**config.mk**
```make
export PLATFORM = sky130hd
export DESIGN_NAME = mem_stage_flat
export DESIGN_NICKNAME = d
export VERILOG_FILES = /design/src/rtl/mem_stage_if.sv /design/src/rtl/mem_stage.sv /design/src/flat_wrapper.sv
export SDC_FILE = /design/constraint.sdc
export NUM_CORES = 1
export LEC_CHECK = 0
export CORE_AREA = 2 2 164 166
export CTS_CLUSTER_SIZE = 16
export DETAILED_ROUTE_END_ITERATION = 16
export DIE_AREA = 0 0 166 168
export DONT_BUFFER_PORTS = 1
export SLEW_MARGIN = 10
export SYNTH_ARGS = -nofsm -noshare
export SYNTH_HDL_FRONTEND = slang
export SYNTH_SLANG_ARGS = --single-unit
```
**constraint.sdc**
```tcl
create_clock -name clk -period 8 [get_ports clk]
set_input_delay 0.4 -clock clk [delete_from_list [all_inputs] [get_ports clk]]
set_output_delay 0.4 -clock clk [all_outputs]
set_load 0.005 [all_outputs]
```
**src/rtl/mem_stage_if.sv**
```systemverilog
// Data-memory request/acknowledge bus between mem_stage and the data memory.
// master: the pipeline stage issuing requests; slave: the memory answering them.
interface mem_stage_if;
   logic        dmem_req;
   logic        dmem_we;
   logic [63:0] dmem_addr;
   logic [63:0] dmem_wdata;
   logic [7:0]  dmem_wmask;
   logic        dmem_ack;
   logic [63:0] dmem_rdata;

   modport master (
      output dmem_req, dmem_we, dmem_addr, dmem_wdata, dmem_wmask,
      input  dmem_ack, dmem_rdata
   );

   modport slave (
      input  dmem_req, dmem_we, dmem_addr, dmem_wdata, dmem_wmask,
      output dmem_ack, dmem_rdata
   );
endinterface

```
**src/rtl/mem_stage.sv**
```systemverilog
// mem_stage: memory-access pipeline stage between execute and writeback.
// Non-memory results pass through one register; loads/stores run a
// request/ack transaction on the dmem bus, with load data lane-shifted,
// truncated and sign/zero-extended.
// Optional feature: define MEM_STAGE_MISALIGN_CHK_EN to flag misaligned
// accesses (no request, mem_misalign pulse). Without it every memory op is
// issued and lanes shifted past byte 7 are simply dropped.
module mem_stage (
   input  logic        clk,
   input  logic        rst,
   input  logic        in_valid,
   output logic        in_ready,
   input  logic [63:0] exe_result,
   input  logic [63:0] store_data,
   input  logic        mem_ren,
   input  logic        mem_wen,
   input  logic [1:0]  mem_size,
   input  logic        mem_unsigned,
   input  logic [4:0]  rd_addr,
   input  logic        rd_wen,
   mem_stage_if.master dmem,
   output logic        wb_valid,
   output logic [4:0]  wb_rd_addr,
   output logic        wb_rd_wen,
   output logic [63:0] wb_rd_data,
   output logic        mem_misalign
);

   typedef enum logic {IDLE, BUSY} state_t;

   state_t      state_reg, state_next;

   // Memory transaction registers (drive the dmem bus directly)
   logic        req_reg, req_next;
   logic        we_reg, we_next;
   logic [63:0] addr_reg, addr_next;
   logic [63:0] wdata_reg, wdata_next;
   logic [7:0]  wmask_reg, wmask_next;

   // Fields latched at accept, needed when the ack returns
   logic [2:0]  off_reg, off_next;
   logic [1:0]  size_reg, size_next;
   logic        uns_reg, uns_next;
   logic [4:0]  rd_addr_reg, rd_addr_next;
   logic        rd_wen_reg, rd_wen_next;

   // Writeback registers
   logic        wb_valid_reg, wb_valid_next;
   logic [4:0]  wb_rd_addr_reg, wb_rd_addr_next;
   logic        wb_rd_wen_reg, wb_rd_wen_next;
   logic [63:0] wb_rd_data_reg, wb_rd_data_next;
   logic        misalign_reg, misalign_next;

   logic        is_mem;
   logic        misaligned;
   logic [7:0]  size_mask;
   logic [7:0]  wmask_calc;
   logic [63:0] wdata_calc;
   logic [63:0] rdata_shifted;
   logic [63:0] ext_data [4];
   logic [63:0] load_data;

   assign is_mem     = mem_ren | mem_wen;
   assign wmask_calc = size_mask << exe_result[2:0];
   assign wdata_calc = store_data << {exe_result[2:0], 3'b000};

`ifdef MEM_STAGE_MISALIGN_CHK_EN
   // Address must be a multiple of the access size
   always_comb begin
      misaligned = 1'b0;
      case (mem_size)
         2'd0:    misaligned = 1'b0;
         2'd1:    misaligned = exe_result[0];
         2'd2:    misaligned = |exe_result[1:0];
         default: misaligned = |exe_result[2:0];
      endcase
   end
`else
   assign misaligned = 1'b0;
`endif

   // Byte-enable pattern for the access size before lane shifting
   always_comb begin
      size_mask = 8'h01;
      case (mem_size)
         2'd0:    size_mask = 8'h01;
         2'd1:    size_mask = 8'h03;
         2'd2:    size_mask = 8'h0F;
         default: size_mask = 8'hFF;
      endcase
   end

   // Bring the addressed lane down to bit 0; lanes past byte 7 shift in as zero
   assign rdata_shifted = dmem.dmem_rdata >> {off_reg, 3'b000};

   // One extension candidate per access size: keep the low bytes, fill above
   // with the sign bit unless the load is unsigned
   generate
      for (genvar gi = 0; gi < 4; gi++) begin : g_ext
         localparam int          WIDTH    = 8 << gi;
         localparam logic [63:0] LOW_MASK = 64'((65'd1 << WIDTH) - 65'd1);
         logic sign_bit;
         assign sign_bit    = ~uns_reg & rdata_shifted[WIDTH-1];
         assign ext_data[gi] = (rdata_shifted & LOW_MASK) | (sign_bit ? ~LOW_MASK : 64'd0);
      end
   endgenerate

   assign load_data = ext_data[size_reg];

   // FSM state register
   always_ff @(posedge clk or posedge rst) begin
      if (rst) state_reg <= IDLE;
      else     state_reg <= state_next;
   end

   // Next-state and datapath next values; wb_valid/misalign pulse by default-0
   always_comb begin
      state_next      = state_reg;
      req_next        = req_reg;
      we_next         = we_reg;
      addr_next       = addr_reg;
      wdata_next      = wdata_reg;
      wmask_next      = wmask_reg;
      off_next        = off_reg;
      size_next       = size_reg;
      uns_next        = uns_reg;
      rd_addr_next    = rd_addr_reg;
      rd_wen_next     = rd_wen_reg;
      wb_valid_next   = 1'b0;
      wb_rd_addr_next = wb_rd_addr_reg;
      wb_rd_wen_next  = wb_rd_wen_reg;
      wb_rd_data_next = wb_rd_data_reg;
      misalign_next   = 1'b0;
      case (state_reg)
         IDLE: begin
            if (in_valid) begin
               if (!is_mem) begin
                  wb_valid_next   = 1'b1;
                  wb_rd_addr_next = rd_addr;
                  wb_rd_wen_next  = rd_wen;
                  wb_rd_data_next = exe_result;
               end else if (misaligned) begin
                  wb_valid_next   = 1'b1;
                  wb_rd_addr_next = rd_addr;
                  wb_rd_wen_next  = 1'b0;
                  wb_rd_data_next = 64'd0;
                  misalign_next   = 1'b1;
               end else begin
                  // mem_wen wins when both enables are set
                  state_next   = BUSY;
                  req_next     = 1'b1;
                  we_next      = mem_wen;
                  addr_next    = {exe_result[63:3], 3'b000};
                  wdata_next   = mem_wen ? wdata_calc : 64'd0;
                  wmask_next   = mem_wen ? wmask_calc : 8'h00;
                  off_next     = exe_result[2:0];
                  size_next    = mem_size;
                  uns_next     = mem_unsigned;
                  rd_addr_next = rd_addr;
                  rd_wen_next  = rd_wen;
               end
            end
         end
         BUSY: begin
            if (dmem.dmem_ack) begin
               state_next      = IDLE;
               req_next        = 1'b0;
               wb_valid_next   = 1'b1;
               wb_rd_addr_next = rd_addr_reg;
               wb_rd_wen_next  = rd_wen_reg & ~we_reg;
               wb_rd_data_next = we_reg ? 64'd0 : load_data;
            end
         end
         default: state_next = IDLE;
      endcase
   end

   // Datapath registers; reset drops any outstanding request immediately
   always_ff @(posedge clk or posedge rst) begin
      if (rst) begin
         req_reg        <= 1'b0;
         we_reg         <= 1'b0;
         addr_reg       <= 64'd0;
         wdata_reg      <= 64'd0;
         wmask_reg      <= 8'h00;
         off_reg        <= 3'd0;
         size_reg       <= 2'd0;
         uns_reg        <= 1'b0;
         rd_addr_reg    <= 5'd0;
         rd_wen_reg     <= 1'b0;
         wb_valid_reg   <= 1'b0;
         wb_rd_addr_reg <= 5'd0;
         wb_rd_wen_reg  <= 1'b0;
         wb_rd_data_reg <= 64'd0;
         misalign_reg   <= 1'b0;
      end else begin
         req_reg        <= req_next;
         we_reg         <= we_next;
         addr_reg       <= addr_next;
         wdata_reg      <= wdata_next;
         wmask_reg      <= wmask_next;
         off_reg        <= off_next;
         size_reg       <= size_next;
         uns_reg        <= uns_next;
         rd_addr_reg    <= rd_addr_next;
         rd_wen_reg     <= rd_wen_next;
         wb_valid_reg   <= wb_valid_next;
         wb_rd_addr_reg <= wb_rd_addr_next;
         wb_rd_wen_reg  <= wb_rd_wen_next;
         wb_rd_data_reg <= wb_rd_data_next;
         misalign_reg   <= misalign_next;
      end
   end

   assign in_ready        = (state_reg == IDLE);
   assign dmem.dmem_req   = req_reg;
   assign dmem.dmem_we    = we_reg;
   assign dmem.dmem_addr  = addr_reg;
   assign dmem.dmem_wdata = wdata_reg;
   assign dmem.dmem_wmask = wmask_reg;
   assign wb_valid        = wb_valid_reg;
   assign wb_rd_addr      = wb_rd_addr_reg;
   assign wb_rd_wen       = wb_rd_wen_reg;
   assign wb_rd_data      = wb_rd_data_reg;
   assign mem_misalign    = misalign_reg;

endmodule

```
**src/flat_wrapper.sv**
```systemverilog
// flat-port wrapper written by rule: the top's interface ports become plain ports
module mem_stage_flat 
  (clk, rst, in_valid, in_ready, exe_result, store_data, mem_ren, mem_wen, mem_size, mem_unsigned, rd_addr, rd_wen, wb_valid, wb_rd_addr, wb_rd_wen, wb_rd_data, mem_misalign, dmem_dmem_req, dmem_dmem_we, dmem_dmem_addr, dmem_dmem_wdata, dmem_dmem_wmask, dmem_dmem_ack, dmem_dmem_rdata);
  mem_stage_if dmem_i ();
  input  logic clk;
  input  logic rst;
  input  logic in_valid;
  output logic in_ready;
  input  logic [63:0] exe_result;
  input  logic [63:0] store_data;
  input  logic mem_ren;
  input  logic mem_wen;
  input  logic [1:0] mem_size;
  input  logic mem_unsigned;
  input  logic [4:0] rd_addr;
  input  logic rd_wen;
  output logic wb_valid;
  output logic [4:0] wb_rd_addr;
  output logic wb_rd_wen;
  output logic [63:0] wb_rd_data;
  output logic mem_misalign;
  output wire logic [$bits(dmem_i.dmem_req)-1:0] dmem_dmem_req;
  output wire logic [$bits(dmem_i.dmem_we)-1:0] dmem_dmem_we;
  output wire logic [$bits(dmem_i.dmem_addr)-1:0] dmem_dmem_addr;
  output wire logic [$bits(dmem_i.dmem_wdata)-1:0] dmem_dmem_wdata;
  output wire logic [$bits(dmem_i.dmem_wmask)-1:0] dmem_dmem_wmask;
  input wire logic [$bits(dmem_i.dmem_ack)-1:0] dmem_dmem_ack;
  input wire logic [$bits(dmem_i.dmem_rdata)-1:0] dmem_dmem_rdata;
  assign dmem_dmem_req = dmem_i.dmem_req;
  assign dmem_dmem_we = dmem_i.dmem_we;
  assign dmem_dmem_addr = dmem_i.dmem_addr;
  assign dmem_dmem_wdata = dmem_i.dmem_wdata;
  assign dmem_dmem_wmask = dmem_i.dmem_wmask;
  assign dmem_i.dmem_ack = dmem_dmem_ack;
  assign dmem_i.dmem_rdata = dmem_dmem_rdata;
  mem_stage u_core (.clk(clk), .rst(rst), .in_valid(in_valid), .in_ready(in_ready), .exe_result(exe_result), .store_data(store_data), .mem_ren(mem_ren), .mem_wen(mem_wen), .mem_size(mem_size), .mem_unsigned(mem_unsigned), .rd_addr(rd_addr), .rd_wen(rd_wen), .dmem(dmem_i), .wb_valid(wb_valid), .wb_rd_addr(wb_rd_addr), .wb_rd_wen(wb_rd_wen), .wb_rd_data(wb_rd_data), .mem_misalign(mem_misalign));
endmodule
```
# Word-level counts from Yosys, hierarchy flattened
# Cells that the tools add are included.
classes:
  order_cmp: 1
  n_eq_ne: 6
  shift: 3
  mux: 34
  bitwise_logic: 12
  reduce_logical: 4
ops:
  columns: ["operator", "n"]
  rows:
  - ["$mux 64", 10]
  - ["$bmux 64 s2", 1]
  - ["$pmux 64 s2", 1]
  - ["$or 16x64->64", 1]
  - ["$or 32x64->64", 1]
  - ["$or 8x64->64", 1]
  - ["$shl 64x6->64", 1]
  - ["$shr 64x6->64", 1]
  - ["$pmux 8 s3", 1]
  - ["$mux 5", 3]
  - ["$mux 1", 12]
  - ["$pmux 5 s2", 1]
  - ["$reduce_and 3->1", 3]
  - ["$mux 8", 1]
  - ["$pmux 1 s2", 4]
  - ["$shl 8x3->8", 1]
  - ["$ne 2x2->1 const B", 3]
  - ["$and 1x1->1", 4]
  - ["$ge 3x3->1 const B", 1]
  - ["$not 1->1", 3]
  - ["$not 2->3", 1]
  - ["$eq 2x1->1 const B", 1]
  - ["$eq 2x2->1 const B", 1]
  - ["$logic_not 2->1", 1]
  - ["other kinds (2)", 2]
totals:
  reg_bits: 219
  out_inout_bits: 211
  wordCells: 75

# Logic depth before layout (Yosys ltp)
# Gate-level depths: netlist of run 1.
depth:
  word_depth: 10
  ltp_mapped: 9

# Worst setup path before layout of run 1
# OpenSTA, ideal clock, no wires.
synth_timing:
  kind: "register to register"
  startpoint: "register u_core.off_reg[0]"
  endpoint: "register u_core.wb_rd_data_reg[8] (netlist: u_core.wb_rd_data[8])"
  setup_time_ps: 136
  arrival_ps: 1781
  t_required_ps: 7864
  slack_ps: 6083
  stages_incl_launch_ff: 7
  period_less_slack_ps: 1917
  cell_sequence: "dfrtp_1 > buf_6 > buf_6 > mux4_2 > mux2_2 > a2111oi_0 > nor3_1"
synth_via:
  elab_chain_cells: 10
  word_cells_on_any_way: 12
  classes_between: "shift (1); mux (7); bitwise (4)"
synth_lines:
  columns: ["item", "line_no", "source"]
  rows:
  - ["from (decl)", "mem_stage.sv:41", "logic [2:0] off_reg, off_next;"]
  - ["from (signal assigned)", "mem_stage.sv:202", "off_reg <= off_next;"]
  - ["$shr 64x6->64 *", "mem_stage.sv:94", "assign rdata_shifted = dmem.dmem_rdata >> {off_reg, 3'b000};"]
  - ["$and 1x1->1", "mem_stage.sv:103", "assign sign_bit = ~uns_reg & rdata_shifted[WIDTH-1];"]
  - ["$mux 64", "mem_stage.sv:104", "assign ext_data[gi] = (rdata_shifted & LOW_MASK) | (sign_bit ? ~LOW_MASK : 64'd0);"]
  - ["$or 8x64->64", "mem_stage.sv:104", null]
  - ["$bmux 64 s2 *", "mem_stage.sv:108", "assign load_data = ext_data[size_reg];"]
  - ["$mux 64 (not written as such) * (2 in series)", "mem_stage.sv:108", null]
  - ["$mux 64 *", "mem_stage.sv:171", "wb_rd_data_next = we_reg ? 64'd0 : load_data;"]
  - ["$mux 64 *", "mem_stage.sv:165", "if (dmem.dmem_ack) begin"]
  - ["$pmux 64 s2 *", "mem_stage.sv:134", "case (state_reg)"]
  - ["to (signal assigned)", "mem_stage.sv:210", "wb_rd_data_reg <= wb_rd_data_next;"]
  - ["to (decl)", "mem_stage.sv:51", "logic [63:0] wb_rd_data_reg, wb_rd_data_next;"]
# Every way passes the cells marked *; elsewhere a longest branch is shown, timed or not. The select of a mux whose other input is x is not followed.
# A chain may end at the register's enable or synchronous reset.

# Worst setup path after layout of run 1
layout_timing:
  startpoint: "register u_core.state_reg"
  endpoint: "register u_core.wb_rd_data_reg[19] (netlist: u_core.wb_rd_data[19])"
layout_via:
  elab_chain_cells: 3
  word_cells_on_any_way: 6
  classes_between: "eq/ne (3); mux (1); bitwise (1); reduce/logical (1)"
layout_lines:
  columns: ["item", "line_no", "source"]
  rows:
  - ["from (decl)", "mem_stage.sv:31", "state_t state_reg, state_next;"]
  - ["from (signal assigned)", "mem_stage.sv:113", "else state_reg <= state_next;"]
  - ["$not 1->1 (no line)", null, null]
  - ["$ne 2x2->1 (no line)", null, null]
  - ["$reduce_and 3->1 (no line)", null, null]
# Several ways; a longest one is shown, not always the timed one.

==> results of run 1 <==
through the flow:
| stage | util, % | setup WS, ps | cell area (um2) | cells |
|---|---|---|---|---|
| 2_1_floorplan | - | 1610 | 12300 | 1176 |
| 3_3_place_gp | 46.7 | 4610 | 12300 | 1415 |
| 3_5_place_dp | 46.7 | 4540 | 12300 | 1415 |
| 4_1_cts | 50.6 | 4470 | 13300 | 1481 |
| 5_1_grt | 50.6 | 4210 | 13300 | 1481 |
| 6_report | 50.6 | 4500 | 13300 | 1484 |
logic make-up after synthesis:
kind of cell / count (synthesis) / synth area share (%)
compound gates: 327 / 18.4
buf+inv: 137 / 5.35
mux: 209 / 21.5
flops: 219 / 44.5
other cells: 1 / 0.0305
simple gates: 280 / 10.2
worst max-delay path, cell delays in order (launching register included):
cell	delay [ps]
dfrtp_1	760
nor2b_1	290
a21boi_4	210
buf_4	680
inv_2	320
buf_4	390
and3_1	290
a221oi_1	240
nand2_1	90
synth_stat cells, drive strengths merged, types with 2 or more instances:
cell type,number
o32ai,2
o21a,3
a2111oi,7
o31ai,3
clkbuf,59
a211oi,28
nand2b,3
dfrtp,219
and2,8
or3,3
a31o,7
a221oi,15
inv,21
o22ai,30
and3,20
nor2,105
or2,11
mux2,101
a31oi,9
o221ai,15
o221a,2
buf,56
mux2i,77
a221o,10
o21ai,60
a22o,33
a41oi,7
nor3,15
nand2,87
mux4,31
nand3,3
nor2b,22
a21oi,76
o22a,8
o2bb2ai,7
area by class of cell:
type                       count  area, um2  area share [%]
antenna                        3       7.51          0.0563
clock buffer                  36        697            5.22
clock inverter                 9        129           0.966
inverter                      22       90.1           0.675
multi-input combinational    820       6200            46.5
sequential                   219       5490            41.1
tap                          341        427            3.20
timing repair buffer          34        308            2.31
routing by layer:
| layer | vias up | routed length, um | part of all wire, % |
|---|---|---|---|
| li1 | 4239 | - | - |
| met1 | 4819 | 15900 | 39 |
| met2 | 513 | 18800 | 46 |
| met3 | 77 | 4630 | 11 |
| met4 | 0 | 1360 | 3.3 |
| met5 | - | 0 | 0 |
worst paths after layout:
path	start	endpoint	slack, ps	cells past startpoint
min in group asynchronous	rst	u_core.dmem.dmem_wdata[41]$_DFFE_PP0P_	530	2
max reg2reg	u_core.state_reg$_DFF_PP0_	u_core.wb_rd_data[19]$_DFFE_PP0P_	4500	8
max	u_core.state_reg$_DFF_PP0_	u_core.wb_rd_data[19]$_DFFE_PP0P_	4500	8
min reg2reg	u_core.rd_addr_reg[0]$_DFFE_PP0P_	u_core.rd_addr_reg[0]$_DFFE_PP0P_	510	1
max in group asynchronous	rst	u_core.dmem.dmem_wdata[18]$_DFFE_PP0P_	5990	3
min	store_data[4]	u_core.dmem.dmem_wdata[36]$_DFFE_PP0P_	10	1
power breakdown:
part | switching, W | internal [W] | total [W]
logic | 0.000525 | 0.000448 | 0.000972
clock network | 0.000473 | 0.000701 | 0.00117
registers | 0.000288 | 0.00138 | 0.00167
total | 0.00129 | 0.00253 | 0.00382
cell usage in the layout (no fill, tap or decap), types with 7 or more instances in the layout:
cell	instances
a41oi_1	7
o21ai_1	10
o21ai_0	48
nor2_1	105
clkbuf_1	8
inv_1	19
dlygate4sd3_1	21
o22a_1	8
nand2_1	87
a2111oi_0	7
and3_1	20
a211oi_1	28
or2_2	10
mux4_2	24
a22o_1	33
buf_4	13
mux2_2	101
a221o_1	10
mux2i_1	76
o22ai_1	30
mux4_1	7
clkbuf_16	25
and2_1	8
dfrtp_1	217
a21oi_1	76
nor2b_1	22
o2bb2ai_1	7
nor3_1	15
a31oi_1	9
a221oi_1	15
o221ai_1	15
==> reports/results.txt, run 1 <==
CP Capture Type -> flip-flop
syn_area_per_cell -> 10.5 um2
Setup Viol. Count Final -> 0
Nets -> 1329
per-cell routed wire length -> 27.4 um
post-synthesis sequential area ratio -> 44.5%
# DRC -> 0
first-pass iteration count of the detailed router -> 5
die area -> 0.0279 mm2
area added between synthesis and finish -> 8.44%
area leader, netlist -> dfrtp_1
CTS tree -> yes
Die Span Y -> 168 um
most crowded layer after global routing -> met2
FMAX -> 0.286 GHz
post-route setup TNS -> 0 ps
number of global-route vias before repair -> 9200
Final Cycle Share -> 43.7%
post-DR vias/cell -> 6.50
Clock Path Buffers -> 3
1st-iter DRT viols -> 794
total number of vias -> 9648
fill count -> 2394
clock tree sinks -> 219
Placer Congestion -> 0.921
htree depth -> 1
WP data arrival -> 3890 ps
HP Class -> in2reg
area of the core -> 0.0264 mm2
GRT met3 Usage -> 9.64%
min Tclk post-route -> 3500 ps
# hold bufs at CTS -> 21
Primary FF master, synth -> dfrtp_1
share of layout cells above drive strength 1 -> 18.1%
GR Layer Usage met2 -> 44.1%
number of flops mapped to enable cells by yosys -> 0
Req. time, crit path -> 8390 ps
Cell variety after synth -> 58
Max VDD drop -> 0.000179 V
row count -> 60
Synth area leaders -> dfrtp_1, mux2_2, mux2i_1
first-pass GRT wire length -> 60.6 mm
# IOs -> 418
Die Wd -> 166 um
Slew Viols, Final -> 0
status -> finished, final reports clean
Max-Cap Viols -> 0
post-synthesis async set-or-reset flop share -> 100%
Final Hold Fails -> 0
Tot GR Track Use -> 28.1%
RSZ-0062 raised after global routing -> false
Clock Pin Slew Worst Setup and Hold Paths -> 60 ps
relative slew slack -> 25.6%
Worst Setup Start Kind -> flip-flop
Critical Path Fanout Max -> 82
post-DP HPWL -> 29.0 mm
post-CTS sizing -> 0
I/O Buffers -> 0
setup bufs post-CTS -> 0
grt total ovfl -> 0
Starting Density -> 46.7%
CTS Buf Count -> 25
Worst-Skew Late Latency -> 530 ps
Pwr Total -> 0.00382 W
Seq cells post-synth -> 219
kind of critical path -> reg2reg
largest net degree at the start of global routing -> 98
CTS root buffer -> clkbuf_16
Worst Skew -> 24.9 ps
initial antenna violation count -> 3
Mapped Area -> 0.0123 mm2
Hold WS -> 14.0 ps
Synth warnings -> 0
Slew @ Worst Pin -> 1120 ps
met1 usage -> 36.9%
Yosys top cell area share -> 44.5%
power density cells -> 286 mW/mm2
WL final -> 40.7 mm
number of antenna-violating nets in the routed design -> 0
Cells after Synth -> 1173
Leakage -> 5.67 nW
Power figures use the tool's default switching activity.
==> run 2: changes to the inputs <==
- CORE_AREA: 2 2 164 166 -> 2 2 163 165
- DIE_AREA: 0 0 166 168 -> 0 0 165 167
- clock period: 8 -> 2.9 ns (I/O delays scaled with it)
==> run 2 against run 1 <==
Net effect:
- via count rose by 7.8%
- non-clock buffer count is 129 higher
- clock-buffer cell count decreased by 3
- die area shrank 1.2%
- sequential share of layout area is 3.9 points lower
- critical path depth down 1
- critical path type unchanged
==> reports/results.txt, run 2 (same netlist as run 1, synthesis figures left out) <==
Setup Slack @ Placement -> 538 ps (-4000 ps)
Slew Viols, Final -> 0 (unchanged)
CP startpoint -> u_core.state_reg$_DFF_PP0_
Worst-Skew Late Latency -> 530 ps (about the same)
RSZ-0062 raised after global routing -> false
first-pass GRT wire length -> 67.3 mm (+11%)
Int Power -> 0.00726 W (+190%)
WP data arrival -> 3120 ps (-770 ps)
per-cell routed wire length -> 28.4 um (+3.7%)
Die Wd -> 165 um (-0.60%)
HP Class -> in2reg
grt total ovfl -> 0 (unchanged)
min Tclk post-route -> 2650 ps (-849 ps)
Comb power frac -> 27.4% (+1.9 points)
reg-to-reg setup timing slack -> 250 ps (-4250 ps)
Net Sw Frac -> 33.7% (+0.054 points)
area added between synthesis and finish -> 19.7%
crit path to -> u_core.dmem.dmem_wmask[1]$_DFFE_PP0P_
post-DP HPWL -> 31.6 mm (+9.1%)
Final Cycle Share -> 91.4% (+48 points)
clock share of power -> 30.4% (-0.3 points)
number of global-route vias before repair -> 10290 (+12%)
clock tree sinks -> 219 (unchanged)
initial antenna violation count -> 4 (+1)
most common cell after layout, fill and taps aside -> dfrtp_1
P_sw -> 0.00369 W (+190%)
die area -> 0.0276 mm2 (-1.2%)
Top Layer Used -> met4
Setup Viol. Count Final -> 0 (unchanged)
status -> finished, final reports clean
1st-iter DRT viols -> 1102 (+39%)
share of power burned in registers -> 42.2% (-1.6 points)
Leakage -> 6.30 nW (+11%)
CTS root buffer -> clkbuf_16
Final Hold Fails -> 0 (unchanged)
WL final -> 45.7 mm (+12%)
post-DR vias/cell -> 6.47 (-0.42%)
Reg2Reg Launch Point -> u_core.state_reg$_DFF_PP0_
Clock Path Buffers -> 3 (unchanged)
CTS Buf Count -> 25 (unchanged)
CP Capture Type -> flip-flop
Final Worst Setup Slack -> 250 ps (-4250 ps)
row count -> 59 (-1.7%)
htree depth -> 1 (unchanged)
relative slew slack -> 34.1% (+8.5 points)
first-pass iteration count of the detailed router -> 5 (unchanged)
number of antenna-violating nets in the routed design -> 0 (unchanged)
Nets -> 1458 (+9.7%)
Max VDD drop -> 0.000580 V (+220%)
fill count -> 2196 (-8.3%)
# DRC -> 0 (unchanged)
Placer Congestion -> 0.947 (+2.8%)
wl on met1 -> 17.6 mm (+11%)
CTS tree -> yes
total number of vias -> 10397 (+7.8%)
most frequent cells in the layout -> dfrtp_1, dlygate4sd3_1, nor2_1, mux2_2, nand2_1
I/O Buffers -> 0 (unchanged)
Sequential cell area -> 0.00549 mm2 (unchanged)
area of the core -> 0.0258 mm2 (-2.2%)
Worst Setup Start Kind -> flip-flop
Die Span Y -> 167 um (-0.60%)
Critical Path Fanout Max -> 20 (-76%)
kind of critical path -> reg2reg
footprint of the multi-input gates -> 0.00620 mm2 (about the same)
power density cells -> 744 mW/mm2 (+160%)
Slew @ Worst Pin -> 985 ps (-131 ps)
# IOs -> 418 (unchanged)
largest net degree at the start of global routing -> 82 (-16%)
worst flop-to-flop path endpoint -> u_core.dmem.dmem_wmask[1]$_DFFE_PP0P_
Req. time, crit path -> 3370 ps (-5020 ps)
Reg2Reg Depth -> 7 (-1)
FMAX -> 0.377 GHz (+32%)
Worst Skew -> 13.5 ps (-11.4 ps)
metal3 WL -> 5.01 mm (+8.1%)
metal2 WL -> 21.7 mm (+15%)
Clock Pin Slew Worst Setup and Hold Paths -> 60 ps (about the same)
Hold WS -> 6.57 ps (-7.44 ps)
Starting Density -> 47.8% (+1.1 points)
Tot GR Track Use -> 32.3% (+4.2 points)
share of layout cells above drive strength 1 -> 18.2% (+0.16 points)
Max-Cap Viols -> 0 (unchanged)
[run 2: changes by cell type in the layout (fill, tap and decap cells not counted), moves of 3 or more]
cell	before	now
buf_4	13	25
buf_12	0	11
dlygate4sd3_1	21	127
clkbuf_1	8	5
[run 2: stage by stage]
stage / utilization, % / setup TNS (ps) / power, W / instances / instance area, um2
floorplan: - / -21700 / 0.00658 / 1176 / 12300
global placement: 48.8 / 0 / 0.00736 / 1431 / 12600
detailed placement: 48.8 / 0 / 0.00744 / 1431 / 12600
CTS: 57.1 / 0 / 0.0110 / 1602 / 14700
global route: 57.2 / 0 / 0.0115 / 1605 / 14700
finish: 57.2 / 0 / 0.0110 / 1606 / 14700
[run 2: area by class of cell]
class	instances	share of cell area (%)
diodes	4	0.0679
clock buffers	33	4.65
clock inverters	10	1.10
inverters	22	0.586
multi-input cells	820	42.1
flip-flops and latches	219	37.2
well taps	335	2.85
repair buffers	163	11.4
[run 2: worst min path at each step]
stage / startpoint / endpoint / depth (start not counted)
2_1_floorplan: dmem_dmem_ack / u_core.state_reg$_DFF_PP0_ / 1
3_3_place_gp: rst / u_core.rd_addr_reg[4]$_DFFE_PP0P_ / 1
3_5_place_dp: rst / u_core.rd_addr_reg[4]$_DFFE_PP0P_ / 1
4_1_cts: dmem_dmem_rdata[56] / u_core.wb_rd_data[24]$_DFFE_PP0P_ / 3
5_1_grt: exe_result[2] / u_core.dmem.dmem_wdata[18]$_DFFE_PP0P_ / 3
6_report: dmem_dmem_rdata[54] / u_core.wb_rd_data[54]$_DFFE_PP0P_ / 4
[run 2: worst max-delay path: stages, from the launching register on]
cell and delay [ps]:
dfrtp_1 370, nor2b_1 410, nand3_1 140, buf_4 240
nor2_1 590, o31ai_1 170, dlygate4sd3_1 600, nand2_1 60
[run 2: layer usage]
layer / global-route usage [%] / up-vias
li1: - / 4515
met1: 41.5 / 5199
met2: 52.3 / 596
met3: 10.0 / 87
met4: 9.72 / 0
met5: 0 / -
[run 2: timing repair]
action | 4_1_cts | 5_1_grt
hold endpoints to repair | 226 | 0
hold buffers | 128 | 0
setup endpoints to repair | 0 | 6
buffers inserted | 0 | 0
gates resized for setup | 0 | 1
[run 2: power by group through the flow]
| stage | sequential (W) | clock, W | combinational (W) |
|---|---|---|---|
| 4_1_cts | 0.00463 | 0.00338 | 0.00298 |
| 3_5_place_dp | 0.00468 | 0 | 0.00276 |
| 2_1_floorplan | 0.00431 | 0 | 0.00228 |
| 6_report | 0.00462 | 0.00333 | 0.00301 |
| 3_3_place_gp | 0.00466 | 0 | 0.00271 |
| 5_1_grt | 0.00472 | 0.00350 | 0.00325 |
==> run 3: changes to the inputs <==
- SLEW_MARGIN: 10 -> 30
- clock period: 2.9 -> 2.15 ns (I/O delays scaled with it)
==> run 3 against run 2 <==
Net effect:
- the run now ends with setup timing left
- hold slack gained 9.6 ps
- critical endpoint is now u_core.wb_rd_data[33]$_DFFE_PP0P_
- largest power group unchanged
- highest routed layer is now met5
- total power grew 39%
- clock power grew 26%
==> reports/results.txt, run 3 (same netlist as run 1, synthesis figures left out) <==
status -> finished with violations
violated checks -> setup timing
I/O Buffers -> 0 (unchanged)
post-DP HPWL -> 31.6 mm (-0.16%)
die area -> 0.0276 mm2 (unchanged)
Slew Viols, Final -> 0 (unchanged)
Req. time, crit path -> 2540 ps (-830 ps)
per-cell routed wire length -> 27.6 um (-3.1%)
Clock Path Buffers -> 3 (unchanged)
most common cell after layout, fill and taps aside -> dfrtp_1
1st-iter DRT viols -> 897 (-19%)
Final Hold Fails -> 0 (unchanged)
Final Worst Setup Slack -> -49.8 ps (-300 ps)
CTS root buffer -> clkbuf_16
total number of vias -> 10522 (+1.2%)
met1 usage -> 39.9% (-1.6 points)
largest net degree at the start of global routing -> 72 (-12%)
Placed Instances -> 1457 (+1.8%)
most frequent cells in the layout -> dfrtp_1, dlygate4sd3_1, nor2_1, mux2_2, nand2_1
post-route setup TNS -> -753 ps (-753 ps)
post-DR vias/cell -> 6.28 (-3.0%)
first-pass iteration count of the detailed router -> 5 (unchanged)
P_sw -> 0.00517 W (+40%)
most crowded layer after global routing -> met2
reg-to-reg setup timing slack -> -50 ps (-300 ps)
Comb power frac -> 31.5% (+4.1 points)
Final Cycle Share -> 102% (+11 points)
Sequential cell area -> 0.00549 mm2 (about the same)
Die Span Y -> 167 um (unchanged)
fill count -> 2135 (-2.8%)
Crit-path slowest cell -> mux4_2
Net Sw Frac -> 34.1% (+0.35 points)
Slew @ Worst Pin -> 932 ps (-52.5 ps)
GR Layer Usage met2 -> 51.7% (-0.56 points)
Crit path largest cell delay -> 590 ps (about the same)
CTS tree -> yes
RSZ-0062 raised after global routing -> true
Hold WS -> 16.2 ps (+9.58 ps)
Final Instance Area -> 0.0157 mm2 (+6.5%)
CTS Buf Count -> 25 (unchanged)
Finished Layout Cells -> 1676 (+4.4%)
Tot GR Track Use -> 32.6% (+0.27 points)
Worst Skew -> 22.7 ps (+9.18 ps)
Die Wd -> 165 um (unchanged)
share of power burned in registers -> 40.9% (-1.3 points)
FMAX -> 0.455 GHz (+20%)
# IOs -> 418 (unchanged)
relative slew slack -> 37.6% (+3.5 points)
Starting Density -> 47.8% (unchanged)
# DRC -> 0 (unchanged)
Worst Setup Start Kind -> flip-flop
CP Capture Type -> flip-flop
number of antenna-violating nets in the routed design -> 0 (unchanged)
area added between synthesis and finish -> 27.6%
Worst-Skew Late Latency -> 540 ps (about the same)
WP data arrival -> 2590 ps (-530 ps)
power density cells -> 968 mW/mm2 (+30%)
Top delay family on crit path -> multiplexers
htree depth -> 1 (unchanged)
Critical Path Fanout Max -> 8 (-60%)
grt total ovfl -> 0 (unchanged)
initial antenna violation count -> 7 (+3)
most used cell, CP -> buf_12
final core occ -> 60.9% (+3.7 points)
Placer Congestion -> 0.915 (-3.3%)
worst-path cell chain -> mux4_2, mux2i_4, o32ai_4, o21ai_4, buf_12, buf_12, o22ai_2
GRT met3 Usage -> 13.0% (+3.0 points)
first-pass GRT wire length -> 67.8 mm (+0.75%)
share of layout cells above drive strength 1 -> 23.7% (+5.5 points)
row count -> 59 (unchanged)
Max VDD drop -> 0.000694 V (+20%)
WL final -> 46.2 mm (+1.1%)
Buf/Inv on CP -> 2 (unchanged)
Leakage -> 6.74 nW (+7.0%)
clock share of power -> 27.7% (-2.7 points)
kind of critical path -> reg2reg
HP Class -> in2reg
Int Power -> 0.0100 W (+38%)
Max-Cap Viols -> 0 (unchanged)
area of the core -> 0.0258 mm2 (unchanged)
footprint of the multi-input gates -> 0.00643 mm2 (+3.6%)
Post-DP Area -> 0.0128 mm2 (+2.0%)
number of global-route vias before repair -> 10639 (+3.4%)
Nets -> 1525 (+4.6%)
min Tclk post-route -> 2200 ps (-450 ps)
clock tree sinks -> 219 (unchanged)
Clock Pin Slew Worst Setup and Hold Paths -> 70 ps (about the same)
Setup Viol. Count Final -> 32 (+32)
[run 3: worst min-delay path, cell delays in order]
cell and delay (ps):
mux2i_1 70, nor2_1 160, nor2_1 60, o21ai_1 110
[run 3: final cells by class]
type	count	share of cell area [%]
antenna	5	0.0797
inverter	22	0.550
clock inverter	9	0.494
clock buffer	36	4.63
timing repair buffer	230	15.7
tap	335	2.67
multi-input combinational	820	41.0
sequential	219	35.0
[run 3: power groups by stage]
stage	combinational [W]	sequential (W)	clock [W]
finish	0.00478	0.00621	0.00420
global route	0.00517	0.00635	0.00449
detailed placement	0.00393	0.00627	0
global placement	0.00386	0.00625	0
CTS	0.00441	0.00621	0.00430
floorplan	0.00307	0.00581	0
[run 3: layer usage]
metal	vias up	share of wire, %
li1	4656	-
met1	5175	37
met2	566	47
met3	121	12
met4	4	4.2
met5	-	0.058
[run 3: timing repair]
item                                   4_1_cts  5_1_grt
gates cloned                                 2        4
pin swaps                                    0        9
setup endpoints to repair                    8       55
hold buffers                               151        0
setup buffers                                3        9
gates resized for setup                     11       43
endpoints found under the hold margin      418        0
[run 3: worst paths after layout]
check	startpoint	endpoint	cells past startpoint
setup / recovery	u_core.off_reg[1]$_DFFE_PP0P_	u_core.wb_rd_data[33]$_DFFE_PP0P_	7
hold / removal	dmem_dmem_rdata[54]	u_core.wb_rd_data[54]$_DFFE_PP0P_	4
setup reg to reg	u_core.off_reg[1]$_DFFE_PP0P_	u_core.wb_rd_data[33]$_DFFE_PP0P_	7
hold reg to reg	u_core.rd_addr_reg[1]$_DFFE_PP0P_	u_core.rd_addr_reg[1]$_DFFE_PP0P_	1
max in group asynchronous	rst	u_core.wb_rd_data[38]$_DFFE_PP0P_	3
min in group asynchronous	rst	u_core.dmem.dmem_addr[3]$_DFFE_PP0P_	2
[run 3: stage by stage]
step                      total power, W  setup slack (ps)
after floorplan                  0.00888              -812
after global placement            0.0101              10.4
after detailed placement          0.0102             -23.9
after CTS                         0.0149             0.143
after global routing              0.0160             -94.7
final                             0.0152             -49.8
